`src/rtl/cpu_params_pkg.sv`:
```
// Shared parameters for the timer / software-interrupt register window:
// register width, register offsets, select-vector bit positions, FSM states.
package cpu_params_pkg;

  localparam int RSZ = 32;

  localparam logic [RSZ-1:0] OFF_MSIP        = 32'h0000_0000;
  localparam logic [RSZ-1:0] OFF_MTIMECMP_LO = 32'h0000_4000;
  localparam logic [RSZ-1:0] OFF_MTIMECMP_HI = 32'h0000_4004;
  localparam logic [RSZ-1:0] OFF_MTIME_LO    = 32'h0000_BFF8;
  localparam logic [RSZ-1:0] OFF_MTIME_HI    = 32'h0000_BFFC;

  // Bit positions inside the one-hot register select vector
  localparam int SEL_W      = 5;
  localparam int SEL_MSIP   = 0;
  localparam int SEL_CMP_LO = 1;
  localparam int SEL_CMP_HI = 2;
  localparam int SEL_MT_LO  = 3;
  localparam int SEL_MT_HI  = 4;

  typedef enum logic [1:0] {
    ST_IDLE = 2'd0,
    ST_EXEC = 2'd1,
    ST_RESP = 2'd2
  } mmr_state_t;

endpackage

```
`src/rtl/mmr_ctrl_if.sv`:
```
// Request/response handshake bus between a load/store unit and mmr_ctrl.
interface mmr_ctrl_if;
  import cpu_params_pkg::*;

  logic           req_valid;
  logic           req_ready;
  logic           req_rd;
  logic [RSZ-1:0] req_addr;
  logic [RSZ-1:0] req_wr_data;
  logic           rsp_valid;
  logic           rsp_ready;
  logic [RSZ-1:0] rsp_rd_data;
  logic           rsp_err;

  modport master (
    output req_valid, req_rd, req_addr, req_wr_data, rsp_ready,
    input  req_ready, rsp_valid, rsp_rd_data, rsp_err
  );

  modport slave (
    input  req_valid, req_rd, req_addr, req_wr_data, rsp_ready,
    output req_ready, rsp_valid, rsp_rd_data, rsp_err
  );

endinterface

```
`src/rtl/mmr_decode.sv`:
```
// Combinational address decode: byte address -> one-hot register select.
// err is set whenever no register is selected (misaligned, unmapped offset
// inside the window, or outside the window altogether).
module mmr_decode
  import cpu_params_pkg::*;
#(
  parameter logic [RSZ-1:0] MMR_BASE = 32'h0200_0000,
  parameter logic [RSZ-1:0] MMR_SPAN = 32'h0001_0000
) (
  input  logic [RSZ-1:0]   addr,
  output logic [SEL_W-1:0] sel,
  output logic             err
);

  logic [RSZ-1:0] offset;
  logic           in_win;
  logic           aligned;

  // Window check, alignment check and offset match
  always_comb begin
    offset  = addr - MMR_BASE;
    in_win  = (addr >= MMR_BASE) && (offset < MMR_SPAN);
    aligned = (addr[1:0] == 2'b00);
    sel     = '0;
    if (in_win && aligned) begin
      case (offset)
        OFF_MSIP:        sel[SEL_MSIP]   = 1'b1;
        OFF_MTIMECMP_LO: sel[SEL_CMP_LO] = 1'b1;
        OFF_MTIMECMP_HI: sel[SEL_CMP_HI] = 1'b1;
        OFF_MTIME_LO:    sel[SEL_MT_LO]  = 1'b1;
        OFF_MTIME_HI:    sel[SEL_MT_HI]  = 1'b1;
        default:         sel             = '0;
      endcase
    end
    err = ~|sel;
  end

endmodule

```
`src/rtl/mmr_ctrl.sv`:
```
// Timer / software-interrupt register window controller.
// Three-state handshake FSM; write strobes go to the interrupt controller,
// reads sample live timer state. MTIME is read as two halves: reading the
// low half freezes the high half in a shadow so a following high-half read
// is coherent with it even if the timer carried in between.
//
//   state   | meaning
//   --------+--------------------------------------------------------------
//   ST_IDLE | req_ready high, waiting for a request
//   ST_EXEC | decode captured address, pulse write strobe, sample read data
//   ST_RESP | rsp_valid held with stable data until rsp_ready
module mmr_ctrl
  import cpu_params_pkg::*;
#(
  parameter logic [RSZ-1:0] MMR_BASE = 32'h0200_0000,
  parameter logic [RSZ-1:0] MMR_SPAN = 32'h0001_0000
) (
  input  logic             clk_in,
  input  logic             reset_in,
  mmr_ctrl_if.slave        bus,
  output logic             msip_wr,
  output logic             mtime_lo_wr,
  output logic             mtime_hi_wr,
  output logic             mtimecmp_lo_wr,
  output logic             mtimecmp_hi_wr,
  output logic [RSZ-1:0]   mmr_wr_data,
  input  logic [2*RSZ-1:0] mtime,
  input  logic [2*RSZ-1:0] mtimecmp,
  input  logic             sw_irq
);

  mmr_state_t       state;
  logic [RSZ-1:0]   addr_q;
  logic             rd_q;
  logic             req_ready_q;
  logic             rsp_valid_q;
  logic             rsp_err_q;
  logic [RSZ-1:0]   rsp_data_q;
  logic [RSZ-1:0]   shadow;
  logic             shadow_vld;
  logic [SEL_W-1:0] sel;
  logic             dec_err;
  logic             wr_exec;
  logic [RSZ-1:0]   rd_mux;

  mmr_decode #(
    .MMR_BASE (MMR_BASE),
    .MMR_SPAN (MMR_SPAN)
  ) u_decode (
    .addr (addr_q),
    .sel  (sel),
    .err  (dec_err)
  );

  assign bus.req_ready   = req_ready_q;
  assign bus.rsp_valid   = rsp_valid_q;
  assign bus.rsp_err     = rsp_err_q;
  assign bus.rsp_rd_data = rsp_data_q;

  // Strobes come only from registered state and the captured address, so
  // they are high for exactly the one EXEC cycle of a mapped write.
  assign wr_exec        = (state == ST_EXEC) && !rd_q;
  assign msip_wr        = wr_exec && sel[SEL_MSIP];
  assign mtimecmp_lo_wr = wr_exec && sel[SEL_CMP_LO];
  assign mtimecmp_hi_wr = wr_exec && sel[SEL_CMP_HI];
  assign mtime_lo_wr    = wr_exec && sel[SEL_MT_LO];
  assign mtime_hi_wr    = wr_exec && sel[SEL_MT_HI];

  // Read data select; zero when nothing is selected (error)
  always_comb begin
    rd_mux = '0;
    if (sel[SEL_MSIP])   rd_mux = {{(RSZ-4){1'b0}}, sw_irq, 3'b000};
    if (sel[SEL_CMP_LO]) rd_mux = mtimecmp[RSZ-1:0];
    if (sel[SEL_CMP_HI]) rd_mux = mtimecmp[2*RSZ-1:RSZ];
    if (sel[SEL_MT_LO])  rd_mux = mtime[RSZ-1:0];
    if (sel[SEL_MT_HI])  rd_mux = shadow_vld ? shadow : mtime[2*RSZ-1:RSZ];
  end

  // Handshake FSM, request capture, response registers and mtime shadow
  always_ff @(posedge clk_in or negedge reset_in) begin
    if (!reset_in) begin
      state       <= ST_IDLE;
      addr_q      <= '0;
      rd_q        <= 1'b0;
      mmr_wr_data <= '0;
      req_ready_q <= 1'b1;
      rsp_valid_q <= 1'b0;
      rsp_err_q   <= 1'b0;
      rsp_data_q  <= '0;
      shadow      <= '0;
      shadow_vld  <= 1'b0;
    end else begin
      case (state)
        ST_IDLE: begin
          if (bus.req_valid) begin
            addr_q      <= bus.req_addr;
            rd_q        <= bus.req_rd;
            mmr_wr_data <= bus.req_wr_data;
            req_ready_q <= 1'b0;
            state       <= ST_EXEC;
          end
        end
        ST_EXEC: begin
          rsp_valid_q <= 1'b1;
          rsp_err_q   <= dec_err;
          rsp_data_q  <= rd_q ? rd_mux : '0;
          if (rd_q && sel[SEL_MT_LO]) begin
            shadow     <= mtime[2*RSZ-1:RSZ];
            shadow_vld <= 1'b1;
          end
          if (rd_q && sel[SEL_MT_HI]) shadow_vld <= 1'b0;
          if (!rd_q && (sel[SEL_MT_LO] || sel[SEL_MT_HI])) shadow_vld <= 1'b0;
          state <= ST_RESP;
        end
        ST_RESP: begin
          if (bus.rsp_ready) begin
            rsp_valid_q <= 1'b0;
            req_ready_q <= 1'b1;
            state       <= ST_IDLE;
          end
        end
        default: begin
          rsp_valid_q <= 1'b0;
          req_ready_q <= 1'b1;
          state       <= ST_IDLE;
        end
      endcase
    end
  end

endmodule

```
`src/flat_wrapper.sv`:
```
// flat-port wrapper written by rule: the top's interface ports become plain ports
module mmr_ctrl_flat import cpu_params_pkg::*;
#(
  parameter logic [RSZ-1:0] MMR_BASE = 32'h0200_0000,
  parameter logic [RSZ-1:0] MMR_SPAN = 32'h0001_0000
)
  (clk_in, reset_in, msip_wr, mtime_lo_wr, mtime_hi_wr, mtimecmp_lo_wr, mtimecmp_hi_wr, mmr_wr_data, mtime, mtimecmp, sw_irq, bus_req_valid, bus_req_rd, bus_req_addr, bus_req_wr_data, bus_rsp_ready, bus_req_ready, bus_rsp_valid, bus_rsp_rd_data, bus_rsp_err);
  mmr_ctrl_if bus_i ();
  input  logic clk_in;
  input  logic reset_in;
  output logic msip_wr;
  output logic mtime_lo_wr;
  output logic mtime_hi_wr;
  output logic mtimecmp_lo_wr;
  output logic mtimecmp_hi_wr;
  output logic [RSZ-1:0] mmr_wr_data;
  input  logic [2*RSZ-1:0] mtime;
  input  logic [2*RSZ-1:0] mtimecmp;
  input  logic sw_irq;
  input wire logic [$bits(bus_i.req_valid)-1:0] bus_req_valid;
  input wire logic [$bits(bus_i.req_rd)-1:0] bus_req_rd;
  input wire logic [$bits(bus_i.req_addr)-1:0] bus_req_addr;
  input wire logic [$bits(bus_i.req_wr_data)-1:0] bus_req_wr_data;
  input wire logic [$bits(bus_i.rsp_ready)-1:0] bus_rsp_ready;
  output wire logic [$bits(bus_i.req_ready)-1:0] bus_req_ready;
  output wire logic [$bits(bus_i.rsp_valid)-1:0] bus_rsp_valid;
  output wire logic [$bits(bus_i.rsp_rd_data)-1:0] bus_rsp_rd_data;
  output wire logic [$bits(bus_i.rsp_err)-1:0] bus_rsp_err;
  assign bus_i.req_valid = bus_req_valid;
  assign bus_i.req_rd = bus_req_rd;
  assign bus_i.req_addr = bus_req_addr;
  assign bus_i.req_wr_data = bus_req_wr_data;
  assign bus_i.rsp_ready = bus_rsp_ready;
  assign bus_req_ready = bus_i.req_ready;
  assign bus_rsp_valid = bus_i.rsp_valid;
  assign bus_rsp_rd_data = bus_i.rsp_rd_data;
  assign bus_rsp_err = bus_i.rsp_err;
  mmr_ctrl #(.MMR_BASE(MMR_BASE), .MMR_SPAN(MMR_SPAN)) u_core (.clk_in(clk_in), .reset_in(reset_in), .bus(bus_i), .msip_wr(msip_wr), .mtime_lo_wr(mtime_lo_wr), .mtime_hi_wr(mtime_hi_wr), .mtimecmp_lo_wr(mtimecmp_lo_wr), .mtimecmp_hi_wr(mtimecmp_hi_wr), .mmr_wr_data(mmr_wr_data), .mtime(mtime), .mtimecmp(mtimecmp), .sw_irq(sw_irq));
endmodule
```
`config.mk`:
```
export PLATFORM = sky130hd
export DESIGN_NAME = mmr_ctrl_flat
export DESIGN_NICKNAME = d
export VERILOG_FILES = /design/src/rtl/cpu_params_pkg.sv /design/src/rtl/mmr_ctrl_if.sv /design/src/rtl/mmr_decode.sv /design/src/rtl/mmr_ctrl.sv /design/src/flat_wrapper.sv
export SDC_FILE = /design/constraint.sdc
export NUM_CORES = 1
export LEC_CHECK = 0
export BUFFER_PORTS_ARGS = -buffer_cell sky130_fd_sc_hd__clkbuf_2
export CAP_MARGIN = 20
export CORE_ASPECT_RATIO = 1.25
export CORE_MARGIN = 8
export CORE_UTILIZATION = 45
export CTS_CLUSTER_SIZE = 30
export DETAILED_ROUTE_END_ITERATION = 7
export PLACE_DENSITY_LB_ADDON = 0.1
export SKIP_LAST_GASP = 1
export SYNTH_ARGS = -nofsm -noshare
export SYNTH_HDL_FRONTEND = slang
export SYNTH_SLANG_ARGS = --single-unit
```
`constraint.sdc`:
```
create_clock -name clk_in -period 2.4 [get_ports clk_in]
set_clock_uncertainty 0.15 [all_clocks]
set_input_delay 0.24 -clock clk_in [delete_from_list [all_inputs] [get_ports clk_in]]
set_output_delay 0.24 -clock clk_in [all_outputs]
set_load 0.05 [all_outputs]
```
==> qor.csv, run 1 <==
stage;metric;value;unit
status;status;finished, violations left;
status;failing checks;setup timing;
final_layout;area of the multi-input gates;0.00310;mm²
placement;# placed instances;977;
sta;final worst setup slack;-0.386;ns
floorplan;Initial Utilization;45.9;%
logic_synthesis;syn avg cell area;11.9;µm²
global_route;largest net degree at the start of global routing;71;
placement;IO buf count;269;
setup_path;crit path cell chain;or4_4 > nor4_4 > nand2_1 > or3_4 > buf_4 > nor2_4 > buf_12;
logic_synthesis;EDFF count, synth;0;
routing;DR pass1 iterations;4;
floorplan;DIE AREA;0.0188;mm²
sta;max_slew headroom;61.2;%
logic_synthesis;FFs w/ async S/R, synth;100;%
clocking;clk slew on worst S/H paths;0.06;ns
final_layout;layout cells sized above 1;49.7;%
logic_synthesis;top cell type's share of synthesized area;50.9;%
logic_synthesis;sequential fraction of the synthesis area;51.3;%
global_route;Global Route Usage Sum;21.7;%
setup_path;Crit path buffers/inverters;2;
power;Peak VDD IR;1.02;mV
global_route;total grt overflow;0;
clocking;clk sink count;135;
global_route;first-pass GRT wire length;33200;µm
setup_path;Setup crit end kind;output pin;
setup_path;critical path's top delay family;simple AND/OR/NAND/NOR gates;
floorplan;die outline width;124;µm
routing;Vias;5731;
power;Pwr per Cell Area;956;mW/mm²
sta;count of final max-slew check failures;0;
setup_path;Worst Setup SP;u_core.addr_q[19]$_DFFE_PN0P_;
logic_synthesis;synthesized area;0.00659;mm²
final_layout;storage element area;0.00338;mm²
hold_path;Hold Crit Start;bus_req_valid;
final_layout;most frequent cells in the layout;clkbuf_2, dfrtp_1, dlygate4sd3_1;
routing;DR iter-0 viols;208;
final_layout;fillers;1083;
logic_synthesis;Main synth FF type;dfrtp_1;
final_layout;# nets final;1123;
sta;Period Utilization, post-route;116;%
logic_synthesis;yosys warns;0;
logic_synthesis;Post-Synthesis Cells;554;
placement;Detailed Place HPWL;13900;µm
sta;post-route minimum period;2.79;ns
setup_path;critical path's largest stage delay;0.54;ns
setup_path;startpoint types;flip-flop;
floorplan;Core ar.;0.0143;mm²
sta;Max Freq;0.359;GHz
clocking;CTS tree;built;
hold_path;Hold WC Path Type;in -> reg;
logic_synthesis;Net Count, Synth;753;
floorplan;FP Rows;49;
routing;ANT nets after route;0;
routing;Total Wirelength;20100;µm
setup_path;reg2reg start;u_core.addr_q[19]$_DFFE_PN0P_;
sta;setup violators final;5;
final_layout;commonest non-fill, non-tap cell in the layout;clkbuf_2;
clocking;clk_lat worst skew;0.41;ns
setup_path;Slowest-stage cell, CP;or4_4;
logic_synthesis;ranking of synthesized cells by area;dfrtp_1, mux2_2, mux2_4;
sta;Worst-Margin Slew;0.581;ns
floorplan;Ports;270;
routing;WL/cell;18.0;µm
global_route;number of global-route vias before repair;6476;
final_layout;Non-Filler Instances;1115;
logic_synthesis;post-synth top area cell;dfrtp_1;
setup_path;Req. time, crit path;2.01;ns
final_layout;Synth-to-Final Area Change;51.3;%
setup_path;Max Fanout on Critical Path;3;
routing;DRC;0;
sta;final setup TNS;-1.61;ns
clocking;clock root buffer;clkbuf_16;
clocking;cts bufs inserted;17;
logic_synthesis;Synth cell types;41;
setup_path;Crit Path Category;reg -> out;
global_route;initial antenna violation count;0;
final_layout;Core Util, Final;69.5;%
clocking;clock buffer depth;2;
sta;unrepaired setup endpoints after global routing;true;
setup_path;worst path arrival time;2.40;ns
placement;pre-CTS WS;-0.000131;ns
final_layout;# diodes;0;
sta;Final Hold Fails;0;
power;Pleak;0.00468;µW
routing;Via density;5.14;
placement;final RePlAce weighted congestion;0.787;
logic_synthesis;Synth Register Bits;135;
flow_run;Max Cap Viol;0;
floorplan;Die Y;151;µm
clocking;H-Tree Depth;4;
[final timing paths]
| path | to | slack, ns | cells past startpoint |
|---|---|---|---|
| min | u_core.bus.req_ready$_DFFE_PN1P_ | 0.06 | 4 |
| max | mtimecmp_lo_wr | -0.39 | 7 |
| max reg2reg | u_core.shadow[12]$_DFFE_PN0P_ | 0.12 | 7 |
| min reg2reg | u_core.bus.rsp_rd_data[8]$_DFFE_PN0P_ | 0.33 | 2 |
| max in group asynchronous | u_core.addr_q[30]$_DFFE_PN0P_ | 1.18 | 3 |
| min in group asynchronous | u_core.bus.rsp_rd_data[6]$_DFFE_PN0P_ | 0.16 | 2 |
[Yosys cell counts, types with 3 or more instances]
library cell and instances:
nor4_1 5, dfrtp_1 134, mux2_4 30, nor2_1 41
nand2b_1 3, mux2i_1 31, o21ai_0 38, buf_6 3
nand2_1 40, nand3_1 3, inv_1 5, nand4_1 3
a211oi_1 31, buf_2 4, clkbuf_1 31, mux2_2 96
a21oi_1 32
[worst min-delay path: stages]
cell	delay [ns]
clkbuf_2	0.08
nand2b_1	0.09
a21oi_1	0.16
nor2_1	0.06
[kinds of logic after synthesis]
kind of cell    synth area share [%]
mux                             27.9
flops                           51.3
simple gates                    8.03
compound gates                  9.49
buf+inv                         2.92
xor+xnor                       0.133
fa+ha+maj                      0.190
[final cells by class]
cell class | instances | share of cell area (%)
Clock inverter | 14 | 1.49
Clock buffer | 18 | 4.30
Sequential cell | 135 | 33.9
Tap cell | 178 | 2.23
Timing Repair Buffer | 390 | 26.8
Inverter | 5 | 0.188
Multi-Input combinational cell | 375 | 31.0
[stage by stage]
step           total power [µW]  hold slack (ns)  instance area [µm²]
2_1_floorplan              5820           -0.206                 6620
3_3_place_gp               6740           0.0359                 8300
3_5_place_dp               6850           0.0439                 8300
4_1_cts                    9580           0.0455                 9970
5_1_grt                   10000            0.107                 9970
6_report                   9530           0.0619                 9970
[sequential cells by signal, summed over array words and instances, names as in the netlist]
name and count:
u_core.bus.rsp_rd_data 32, u_core.bus.rsp_valid 1, u_core.state 2, u_core.bus.rsp_err 1, u_core.shadow_vld 1, u_core.bus.req_ready 1, u_core.mmr_wr_data 32, u_core.shadow 32
u_core.addr_q 32, u_core.rd_q 1
[power by group]
part / total, µW / switching (µW) / internal, µW / leakage [µW]
clock: 2560 / 1020 / 1540 / 0.000273
combinational: 3630 / 2210 / 1420 / 0.00276
sequential: 3350 / 436 / 2910 / 0.00165
[timing repair]
item | CTS | global route
buffers inserted | 9 | 0
hold endpoints to repair | 147 | 0
hold buffers | 100 | 0
resized for setup | 5 | 5
pin swaps | 5 | 3
endpoints found under the setup margin | 5 | 39
[routing by layer]
metal	GRT usage (%)	routed length (µm)	vias to the layer above
met5	0	0	-
met4	6.82	246	0
met3	7.14	1500	21
met2	38.8	10500	217
met1	23.9	7840	2760
li1	-	-	2733
No activity file was read; power rests on OpenSTA's default activity.
==> run 2, diff against run 1 <==
--- a/config.mk
+++ b/config.mk
@@ -9,7 +9,7 @@
 export CAP_MARGIN = 20
 export CORE_ASPECT_RATIO = 1.25
 export CORE_MARGIN = 8
-export CORE_UTILIZATION = 45
+export CORE_UTILIZATION = 44
 export CTS_CLUSTER_SIZE = 30
 export DETAILED_ROUTE_END_ITERATION = 7
 export PLACE_DENSITY_LB_ADDON = 0.1
==> constraint.sdc (replaced) <==
create_clock -name clk_in -period 2.3 [get_ports clk_in]
set_clock_uncertainty 0.15 [all_clocks]
set_input_delay 0.23 -clock clk_in [delete_from_list [all_inputs] [get_ports clk_in]]
set_output_delay 0.23 -clock clk_in [all_outputs]
set_load 0.05 [all_outputs]
==> run 2 against run 1 <==
  * Power is 7.1% higher
  * Sequential share of layout area fell by 1.2 points
  * Hold slack better by 0.0057 ns
  * Utilization grew 0.18 points
  * Sequential cell count unchanged
  * The run still ends with setup timing left
  * Cell area grew 3.6%
  * Largest cell class unchanged
  * Clock power grew 13%
  * Via count rose by 2.7%
==> qor.csv, run 2 (synthesis results as in run 1) <==
stage;metric;value;unit
status;status;finished, violations left;
status;failing checks;setup timing;
placement;final RePlAce weighted congestion;0.774;
routing;Vias;5887;
placement;pre-CTS WS;-0.118;ns
final_layout;fillers;1092;
sta;Period Utilization, post-route;120;%
routing;DR pass1 iterations;5;
power;Pleak;0.00484;µW
hold_path;WHS Endpoint;u_core.bus.req_ready$_DFFE_PN1P_;
final_layout;# diodes;0;
final_layout;commonest non-fill, non-tap cell in the layout;clkbuf_2;
setup_path;reg2reg path depth;14;
final_layout;Core Util, Final;69.7;%
clocking;cts bufs inserted;17;
global_route;number of global-route vias before repair;6636;
global_route;Global Route Usage Sum;22.0;%
floorplan;FP Rows;50;
floorplan;die outline width;125;µm
sta;final worst setup slack;-0.451;ns
hold_path;worst hold path stage count;4;
setup_path;startpoint types;flip-flop;
global_route;initial antenna violation count;0;
setup_path;Setup crit end kind;output pin;
hold_path;Hold WC Path Type;in -> reg;
setup_path;r2r setup slk;-0.34;ns
final_layout;Synth-to-Final Area Change;56.8;%
sta;worst hold margin;0.0676;ns
placement;Detailed Place HPWL;14000;µm
sta;max_slew headroom;62.7;%
placement;IO buf count;269;
setup_path;Max Fanout on Critical Path;3;
global_route;total grt overflow;0;
power;sw frac;37.4;%
clocking;clock buffer depth;2;
final_layout;fin area;0.0103;mm²
routing;Via density;5.21;
setup_path;worst path arrival time;2.37;ns
global_route;first-pass GRT wire length;33800;µm
sta;final setup TNS;-3.41;ns
clocking;clock root buffer;clkbuf_16;
routing;DRC;0;
setup_path;reg2reg start;u_core.addr_q[25]$_DFFE_PN0P_;
sta;count of final max-slew check failures;0;
power;internal power;6400;µW
sta;unrepaired setup endpoints after global routing;true;
setup_path;Crit Path Category;reg -> out;
hold_path;Hold Crit Start;bus_req_valid;
power;Reg power frac;34.3;%
floorplan;Core ar.;0.0148;mm²
final_layout;# nets final;1134;
floorplan;Die Y;153;µm
final_layout;layout cells sized above 1;53.7;%
power;Logic pwr share;37.3;%
clocking;H-Tree Depth;4;
final_layout;most frequent cells in the layout;clkbuf_2, dfrtp_1, dlygate4sd3_1;
clocking;clk_lat worst skew;0.41;ns
placement;DP Area;0.00834;mm²
clocking;clk slew on worst S/H paths;0.05;ns
sta;post-route minimum period;2.75;ns
sta;setup violators final;38;
clocking;CTS tree;built;
routing;DR iter-0 viols;213;
setup_path;Req. time, crit path;1.92;ns
sta;Max Freq;0.364;GHz
routing;Total Wirelength;21300;µm
sta;Worst-Margin Slew;0.559;ns
setup_path;Reg2Reg Capture Point;u_core.bus.rsp_rd_data[3]$_DFFE_PN0P_;
clocking;clk sink count;135;
floorplan;Initial Utilization;44.4;%
floorplan;Ports;270;
sta;Final Hold Fails;0;
power;Peak VDD IR;1.01;mV
global_route;largest net degree at the start of global routing;71;
power;Pwr per Cell Area;988;mW/mm²
power;switching power;3820;µW
flow_run;Max Cap Viol;0;
power;clock share of power;28.4;%
floorplan;DIE AREA;0.0192;mm²
routing;WL/cell;18.8;µm
routing;ANT nets after route;0;
run 2: cell types whose count changed in the layout (fill, tap and decap cells not counted), sizes merged:
cell,before,now
inv,8,5
bufinv,2,4
buf,27,36
clkinv,5,3
clkbuf,281,286
run 2: worst max path at each step:
stage,endpoint,start,slack (ns),depth (start not counted)
3_3_place_gp,mtime_lo_wr,u_core.addr_q[19]$_DFFE_PN0P_,-0.03,6
3_5_place_dp,mtime_lo_wr,u_core.addr_q[25]$_DFFE_PN0P_,-0.12,8
6_report,msip_wr,u_core.addr_q[25]$_DFFE_PN0P_,-0.45,8
5_1_grt,msip_wr,u_core.addr_q[19]$_DFFE_PN0P_,-0.54,6
4_1_cts,msip_wr,u_core.addr_q[19]$_DFFE_PN0P_,-0.50,6
2_1_floorplan,mtime_lo_wr,u_core.addr_q[19]$_DFFE_PN0P_,-0.28,5
run 2: through the flow:
stage	power (µW)	instances
final	10200	1130
after global routing	10700	1130
after CTS	10200	1130
after detailed placement	7130	984
after global placement	7020	984
after floorplan	6080	554
run 2: area by class of cell:
type / count / area (µm²) / area share (%)
multi-input cells: 375 / 3230 / 31.3
inverters: 5 / 18.8 / 0.182
well taps: 182 / 228 / 2.20
flip-flops and latches: 135 / 3380 / 32.8
clock inverters: 11 / 173 / 1.67
clock buffers: 21 / 460 / 4.46
repair buffers: 401 / 2840 / 27.5
run 2: timing repair:
item / in CTS / in global routing
hold buffers: 100 / 0
endpoints found under the setup margin: 37 / 70
cloned: 3 / 2
gates resized for setup: 10 / 82
buffers inserted: 11 / 4
pin swaps: 3 / 33
hold endpoints to repair: 154 / 0
run 2: critical path, cell delays in order (launching register included):
cell and delay [ns]:
dfrtp_1 0.34, inv_1 0.06, ha_1 0.29, nor4b_4 0.21, and4_4 0.26, nand2_2 0.06
or3_4 0.40, nor3_4 0.17, buf_12 0.16
run 2: layer usage:
metal  routed length [µm]  GRT usage [%]
met1                 7920           22.6
met2                10900           39.1
met3                 1820           8.63
met4                  587           8.78
met5                    0              0
run 2: power groups by stage:
stage / Sequential, µW / Combinational, µW / Clock (µW)
2_1_floorplan: 4480 / 1600 / 0
3_3_place_gp: 3460 / 3560 / 0
3_5_place_dp: 3490 / 3630 / 0
4_1_cts: 3470 / 3790 / 2950
5_1_grt: 3580 / 4060 / 3050
6_report: 3500 / 3810 / 2900
==> run 3, diff against run 2 <==
--- a/config.mk
+++ b/config.mk
@@ -12,7 +12,7 @@
 export CORE_UTILIZATION = 44
 export CTS_CLUSTER_SIZE = 30
 export DETAILED_ROUTE_END_ITERATION = 7
-export PLACE_DENSITY_LB_ADDON = 0.1
+export PLACE_DENSITY = 0.77
 export SKIP_LAST_GASP = 1
 export SYNTH_ARGS = -nofsm -noshare
 export SYNTH_HDL_FRONTEND = slang
==> run 3 against run 2 <==
  * The run still ends with setup timing left
  * Combinational power increased by 6.0%
  * Global-route usage increased by 1.4 points
  * Cell area fell by 0.94%
  * Clock power is 7% lower
  * Wire length increased by 9.4%
  * Hold slack lost 0.0084 ns
  * Sequential power grew 3%
  * Register-to-register slack worse by 0.05 ns
  * First-iteration DRC count increased by 46%
  * Critical endpoint unchanged
  * Largest cell class unchanged
==> qor.csv, run 3 (synthesis results as in run 1) <==
stage;metric;value;unit
status;status;finished, violations left;
status;failing checks;setup timing;
sta;Period Utilization, post-route;124;%
floorplan;Core ar.;0.0148;mm²
placement;IO buf count;269;
setup_path;Max Fanout on Critical Path;3;
sta;setup violators final;41;
setup_path;critical path's top delay family;simple AND/OR/NAND/NOR gates;
setup_path;Setup crit end kind;output pin;
final_layout;most frequent cells in the layout;clkbuf_2, dfrtp_1, dlygate4sd3_1;
routing;DRC;0;
placement;pre-CTS WS;-0.114;ns
setup_path;crit path cell chain;inv_2 > ha_4 > nor4b_4 > and4_1 > nand2_1 > or3_4 > nor3_4 > buf_12;
hold_path;Hold WC Path Type;in -> reg;
clocking;CTS tree;built;
sta;Final Hold Fails;0;
final_layout;# nets final;1141;
global_route;Global Route Usage Sum;23.4;%
global_route;first-pass GRT wire length;35500;µm
routing;ANT nets after route;0;
global_route;number of global-route vias before repair;6732;
power;Pwr per Cell Area;1010;mW/mm²
sta;unrepaired setup endpoints after global routing;true;
hold_path;worst hold path stage count;4;
setup_path;reg2reg path depth;14;
hold_path;WHS Endpoint;u_core.bus.rsp_rd_data[18]$_DFFE_PN0P_;
sta;Max Freq;0.350;GHz
setup_path;reg2reg start;u_core.addr_q[25]$_DFFE_PN0P_;
setup_path;r2r setup slk;-0.39;ns
flow_run;Max Cap Viol;0;
global_route;initial antenna violation count;0;
floorplan;Ports;270;
routing;WL/cell;20.5;µm
setup_path;Crit Path Category;reg -> out;
floorplan;DIE AREA;0.0192;mm²
clocking;clk slew on worst S/H paths;0.06;ns
floorplan;die outline width;125;µm
setup_path;Req. time, crit path;1.92;ns
setup_path;Crit path buffers/inverters;2;
power;Pleak;0.00482;µW
clocking;clock root buffer;clkbuf_16;
final_layout;# diodes;0;
routing;Vias;5974;
sta;final worst setup slack;-0.557;ns
setup_path;Reg2Reg Capture Point;u_core.bus.rsp_rd_data[3]$_DFFE_PN0P_;
clocking;clk_lat worst skew;0.43;ns
routing;DR pass1 iterations;4;
global_route;total grt overflow;0;
setup_path;critical path's largest stage delay;0.44;ns
clocking;clk sink count;135;
floorplan;Initial Utilization;44.4;%
floorplan;Die Y;153;µm
setup_path;worst path arrival time;2.48;ns
routing;Via density;5.25;
setup_path;Slowest-stage cell, CP;or3_4;
setup_path;startpoint types;flip-flop;
final_layout;Synth-to-Final Area Change;55.3;%
floorplan;FP Rows;50;
routing;DR iter-0 viols;311;
placement;Detailed Place HPWL;14500;µm
sta;max_slew headroom;67.8;%
power;Peak VDD IR;1.24;mV
placement;final RePlAce weighted congestion;0.799;
final_layout;commonest non-fill, non-tap cell in the layout;clkbuf_2;
clocking;H-Tree Depth;4;
sta;Worst-Margin Slew;0.483;ns
sta;count of final max-slew check failures;0;
clocking;cts bufs inserted;17;
final_layout;layout cells sized above 1;51.4;%
sta;post-route minimum period;2.86;ns
sta;final setup TNS;-6.41;ns
hold_path;Hold Crit Start;mtimecmp[50];
global_route;largest net degree at the start of global routing;62;
clocking;clock buffer depth;2;
routing;Total Wirelength;23300;µm
## run 3: cell types whose count changed in the layout (fill, tap and decap cells not counted), moves of 6 or more
| cell | change |
|---|---|
| o21ai_2 | -30 |
| o21ai_0 | +24 |
| buf_4 | +10 |
| inv_6 | +7 |
| inv_8 | +6 |
| o21ai_1 | +6 |
## run 3: cell type report
cell class | count | area, µm²
clock buffers | 17 | 425
clock inverters | 15 | 150
fillers | 966 | 4590
inverters | 5 | 18.8
multi-input cells | 375 | 3130
flip-flops and latches | 135 | 3380
well taps | 182 | 228
repair buffers | 408 | 2900
## run 3: worst max-delay path by stage
stage                                             start                                endpoint  slack (ns)  cells after the start
after floorplan           u_core.addr_q[19]$_DFFE_PN0P_                             mtime_lo_wr       -0.28                      5
after global placement    u_core.addr_q[14]$_DFFE_PN0P_  u_core.bus.rsp_rd_data[28]$_DFFE_PN0P_       -0.08                      6
after detailed placement  u_core.addr_q[14]$_DFFE_PN0P_  u_core.bus.rsp_rd_data[28]$_DFFE_PN0P_       -0.11                      6
after CTS                 u_core.addr_q[19]$_DFFE_PN0P_                                 msip_wr       -0.53                      6
after global routing      u_core.addr_q[28]$_DFFE_PN0P_                                 msip_wr       -0.69                      7
final                     u_core.addr_q[25]$_DFFE_PN0P_                                 msip_wr       -0.56                      8
## run 3: timing repair
action | in CTS | in global routing
gates cloned | 2 | 1
resized for setup | 10 | 20
hold endpoints to repair | 148 | 0
pin swaps | 3 | 10
hold buffers | 100 | 0
setup buffers | 7 | 10
setup endpoints to repair | 38 | 46
## run 3: worst min-delay path, stage by stage
cell	delay, ns
clkbuf_2	0.07
mux2_2	0.13
a21oi_1	0.06
o21ai_1	0.10
## run 3: per-layer routing
| layer | track usage (%) | part of all wire (%) |
|---|---|---|
| met5 | 0 | 0 |
| met4 | 9.59 | 2.5 |
| met3 | 8.91 | 8.2 |
| met2 | 40.5 | 51 |
| met1 | 25.0 | 38 |
## run 3: through the flow
step	hold WS (ns)	total power (µW)	util (%)	instance area [µm²]	cells
finish	0.0592	10300	69.0	10200	1137
global route	0.0571	10700	69.0	10200	1137
floorplan	-0.216	6080	-	6620	554
CTS	0.0335	10100	68.2	10100	1129
global placement	0.0540	7070	56.5	8370	988
detailed placement	0.0530	7180	56.5	8370	988
## run 3: power breakdown
part	internal, µW	total [µW]	leakage, µW	switching (µW)
Clock	1460	2710	0.000288	1260
Sequential	3040	3590	0.00165	556
Combinational	1560	4040	0.00288	2480
Total	6050	10300	0.00482	4290
